**src/rtl/regblock_pkg.sv**
```systemverilog
// Shared register-block definitions.
// Holds the address width, the derived word-line count, and the typedefs
// used by the address-decode slice and its testbench.
package regblock_pkg;

   localparam int ADDR_W = 3;
   localparam int DEPTH  = 2 ** ADDR_W;

   typedef logic [ADDR_W-1:0] reg_addr_t;
   typedef logic [DEPTH-1:0]  wl_sel_t;

endpackage : regblock_pkg

```
**src/rtl/onehot_dec.sv**
```systemverilog
// Combinational ADDR_W-to-DEPTH one-hot decoder with enable.
// Ports:
//   en       - 1 enables the decode; 0 forces an all-zero output
//   addr_in  - binary address, every value 0..DEPTH-1 is valid
//   sel_out  - one-hot select (bit addr_in set), or all zeros when disabled
module onehot_dec
   import regblock_pkg::*;
#(
   parameter  int ADDR_W = regblock_pkg::ADDR_W,
   localparam int DEPTH  = 2 ** ADDR_W
) (
   input  logic              en,
   input  logic [ADDR_W-1:0] addr_in,
   output logic [DEPTH-1:0]  sel_out
);

   // Decode the address into a single asserted word line.
   always_comb begin
      sel_out = {DEPTH{1'b0}};
      if (en) begin
         sel_out[addr_in] = 1'b1;
      end else begin
         sel_out = {DEPTH{1'b0}};
      end
   end

endmodule : onehot_dec

```
**src/rtl/slice_17.sv**
```systemverilog
// Address-decode slice of the register block.
// Turns two read addresses and one write address into registered one-hot
// word-line selects for the register file. The write select is gated by We.
// Ports:
//   Clock      - rising-edge clock
//   nReset     - asynchronous active-low reset, clears all selects
//   Rs1In      - read port 1 address
//   Rs2In      - read port 2 address
//   RwIn       - write port address
//   We         - write enable, qualifies the write select
//   Rs1 / Rs2  - one-hot read word-line selects (one cycle after the address)
//   Rw         - one-hot write word-line select, or zero when We was low
module slice_17
   import regblock_pkg::*;
#(
   parameter  int ADDR_W = regblock_pkg::ADDR_W,
   localparam int DEPTH  = 2 ** ADDR_W
) (
   input  logic              Clock,
   input  logic              nReset,
   input  logic [ADDR_W-1:0] Rs1In,
   input  logic [ADDR_W-1:0] Rs2In,
   input  logic [ADDR_W-1:0] RwIn,
   input  logic              We,
   output logic [DEPTH-1:0]  Rs1,
   output logic [DEPTH-1:0]  Rs2,
   output logic [DEPTH-1:0]  Rw
);

   logic [DEPTH-1:0] rs1_d;
   logic [DEPTH-1:0] rs2_d;
   logic [DEPTH-1:0] rw_d;
   logic [DEPTH-1:0] rs1_q;
   logic [DEPTH-1:0] rs2_q;
   logic [DEPTH-1:0] rw_q;

   // Read decoders are always enabled; the write decoder follows We.
   onehot_dec #(.ADDR_W(ADDR_W)) u_rs1_dec (
      .en      (1'b1),
      .addr_in (Rs1In),
      .sel_out (rs1_d)
   );

   onehot_dec #(.ADDR_W(ADDR_W)) u_rs2_dec (
      .en      (1'b1),
      .addr_in (Rs2In),
      .sel_out (rs2_d)
   );

   onehot_dec #(.ADDR_W(ADDR_W)) u_rw_dec (
      .en      (We),
      .addr_in (RwIn),
      .sel_out (rw_d)
   );

   // Word-line select registers, cleared immediately on reset assertion.
   always_ff @(posedge Clock or negedge nReset) begin
      if (!nReset) begin
         rs1_q <= {DEPTH{1'b0}};
         rs2_q <= {DEPTH{1'b0}};
         rw_q  <= {DEPTH{1'b0}};
      end else begin
         rs1_q <= rs1_d;
         rs2_q <= rs2_d;
         rw_q  <= rw_d;
      end
   end

   assign Rs1 = rs1_q;
   assign Rs2 = rs2_q;
   assign Rw  = rw_q;

endmodule : slice_17

```
**config.mk**
```make
export PLATFORM = sky130hd
export DESIGN_NAME = slice_17
export DESIGN_NICKNAME = d
export VERILOG_FILES = /design/src/rtl/regblock_pkg.sv /design/src/rtl/onehot_dec.sv /design/src/rtl/slice_17.sv
export SDC_FILE = /design/constraint.sdc
export NUM_CORES = 1
export LEC_CHECK = 0
export BUFFER_PORTS_ARGS = -buffer_cell sky130_fd_sc_hd__buf_4
export CORE_ASPECT_RATIO = 1.25
export CORE_MARGIN = 4
export CORE_UTILIZATION = 28
export DETAILED_ROUTE_END_ITERATION = 10
export MAX_ROUTING_LAYER = met4
export PLACE_DENSITY = 0.63
export SYNTH_ARGS = -nofsm -noshare
export SYNTH_HDL_FRONTEND = slang
export SYNTH_SLANG_ARGS = --single-unit
```
**constraint.sdc**
```tcl
create_clock -name Clock -period 0.8 [get_ports Clock]
set_input_delay 0 -clock Clock [delete_from_list [all_inputs] [get_ports Clock]]
set_output_delay 0 -clock Clock [all_outputs]
set_load 0.03 [all_outputs]
```
==> flow_summary_export.csv <==
group,metric,value,unit
cts,cts.sinks,24,
setup_path,crit_path_end_kind,"primary output",
sta,fin_setup_tns,-0.721,ns
global_route,overflow,0,
power_and_ir_drop,p_per_area,1800,mW/mm^2
yosys,synth_warnings,0,
job,max-cap-violations,0,
sta,relSlewSlack,0.809,
sta,fin_crit,0.844,ns
route,drtIter0Drc,2,
yosys,synth_nets,60,
yosys,ys_types,9,
sta,hold_violations,0,
power_and_ir_drop,p_leak,0.696,nW
setup_path,worst_path_max_delay_cell,"dfrtp_1",
global_route,grt_pass1_wl,2650,um
power_and_ir_drop,ir_drop,1.09,mV
run_status,violations,"negative setup slack",
cts,path_clk_slew,0.12,ns
floorplanning,pin_count,36,
yosys,yosys_register_bits,24,
floorplanning,die-area,0.00385,mm^2
final_layout,final_area,0.00138,mm^2
setup_path,crit_buf_inv,1,
final_layout,n_antenna_cell,0,
sta,final-setup-viol-count,24,
setup_path,max_stage_delay,0.40,ns
global_route,grt_pass1_vias,598,
final_layout,syn_to_final_growth,68.3,%
worst_hold_path,hp-class,"input port to async pin",
cts,cts_max_level,1,
route,avgRoutedWirePerCell,12.3,um
setup_path,critPathLaunchType,"flop",
yosys,synthesis.area,817,um^2
global_route,antenna_found_initial,0,
route,wl,1620,um
route,route.met3.wl,121,um
floorplanning,die_y,68.4,um
place,place_area,0.00112,mm^2
sta,tightestPinTransition,0.287,ns
cts,numCtsBuffers,3,
setup_path,path_delay_family,"flip-flops",
route,vias_per_cell,4.26,
floorplanning,num_rows,21,
final_layout,fin_util,0.503,
route,drc,0,
floorplanning,coreArea,0.00273,mm^2
run_status,status,"complete, but fails checks",
setup_path,required,0.80,ns
sta,fin_crit_sh,1.06,
sta,setup_slack,-0.0443,ns
cts,cts_root_buffer,"clkbuf_4",
sta,max_freq,1180,MHz
setup_path,critPathKind,"flop to primary output",
setup_path,path_max_fanout,1,
final_layout,nets,111,
setup_path,cp_data_arrival_time,0.84,ns
place,gp_congestion,0.625,
route,first_pass_iters,3,
floorplanning,initial_core_util,0.299,
route,met1_length,589,um
final_layout,drive_gt1_frac,0.480,
yosys,synthCells,48,
place,dp_hpwl,1110,um
route,vias,562,
sta,rsz0062_at_grt,"yes",
place,portBuffers,35,
route,ant_nets,0,
setup_path,cp_cell_sequence,"buf_6",
yosys,seq_area_frac_synth,0.735,
route,dr_wl_met2,907,um
cts,cts_buffer_depth,2,
cts,cts_tree,"yes",
sta,slew_viol_final,0,
floorplanning,die_x,56.3,um
global_route,grt_max_degree,25,
yosys,avgSynthCellArea,17.0,um^2
route,highest_layer,"met3",
global_route,track_usage,0.0928,
==> layout make-up <==
| type | count | area (um^2) |
|---|---|---|
| clock inverter | 1 | 30.0 |
| sequential | 24 | 601 |
| multi-input combinational | 24 | 216 |
| tap | 34 | 42.5 |
| fill | 235 | 1360 |
| clock buffer | 3 | 22.5 |
| timing repair buffer | 46 | 463 |
==> through the flow <==
stage / std cells / setup WS, ns / hold slack, ns / total power [mW]
after floorplan: 48 / 0.333 / -0.296 / 1.42
after global placement: 117 / 0.287 / -0.0873 / 1.59
after detailed placement: 117 / 0.281 / -0.0897 / 1.59
after CTS: 132 / -0.0643 / 0.112 / 2.50
after global routing: 132 / -0.0997 / 0.111 / 2.59
final: 132 / -0.0443 / 0.103 / 2.47
==> layer usage <==
| layer | vias to the layer above | track usage |
|---|---|---|
| met5 | - | - |
| met4 | 0 | 0.0178 |
| met3 | 0 | 0.0245 |
| met2 | 21 | 0.181 |
| met1 | 263 | 0.0938 |
| li1 | 278 | - |
==> placed cells by master, fill, tap and decap left out <==
| cell | instances |
|---|---|
| and3_1 | 2 |
| and3b_1 | 6 |
| and4_2 | 1 |
| and4b_2 | 3 |
| and4bb_2 | 3 |
| buf_4 | 11 |
| buf_6 | 24 |
| bufinv_16 | 1 |
| clkbuf_4 | 3 |
| dfrtp_1 | 24 |
| dlygate4sd3_1 | 11 |
| nor3_1 | 2 |
| nor3b_1 | 6 |
| nor4b_2 | 1 |
==> worst max path at each step <==
stage | from | end | slack, ns | cells after the start
after floorplan | Rs1[0] | Rs1[0] | 0.33 | 0
after detailed placement | Rs2[2] | Rs2[2] | 0.28 | 1
after global routing | Rs2[2] | Rs2[2] | -0.1 | 1
final | Rs2[2] | Rs2[2] | -0.04 | 1
after CTS | Rs2[2] | Rs2[2] | -0.06 | 1
after global placement | Rs2[0] | Rs2[0] | 0.29 | 1
==> cells by family after synthesis <==
| group | after synthesis | share of synthesized area |
|---|---|---|
| flops | 24 | 0.735 |
| simple gates | 24 | 0.265 |
==> power breakdown <==
group,internal (mW),switching (mW)
sequential,1.25,0.0187
clock,0.506,0.328
combinational,0.182,0.185
==> Yosys cell counts, drive strengths merged <==
cell type | number | area [um^2]
dfrtp | 24 | 601
and3b | 6 | 52.6
nor3b | 6 | 45.0
and4b | 3 | 33.8
and4bb | 3 | 37.5
and3 | 2 | 12.5
nor3 | 2 | 10.0
and4 | 1 | 10.0
nor4b | 1 | 15.0
==> sequential cells by signal, indices dropped and copies added, names as in the netlist <==
name	count
Rs2	8
Rw	8
Rs1	8
==> what timing repair did <==
| action | 4_1_cts | 5_1_grt |
|---|---|---|
| resized for setup | 24 | 0 |
| setup endpoints to repair | 24 | 24 |
| pin swaps | 0 | 0 |
| endpoints found under the hold margin | 41 | 0 |
| hold buffers | 11 | 0 |
| setup buffers | 0 | 0 |
Power figures use the tool's default switching activity.
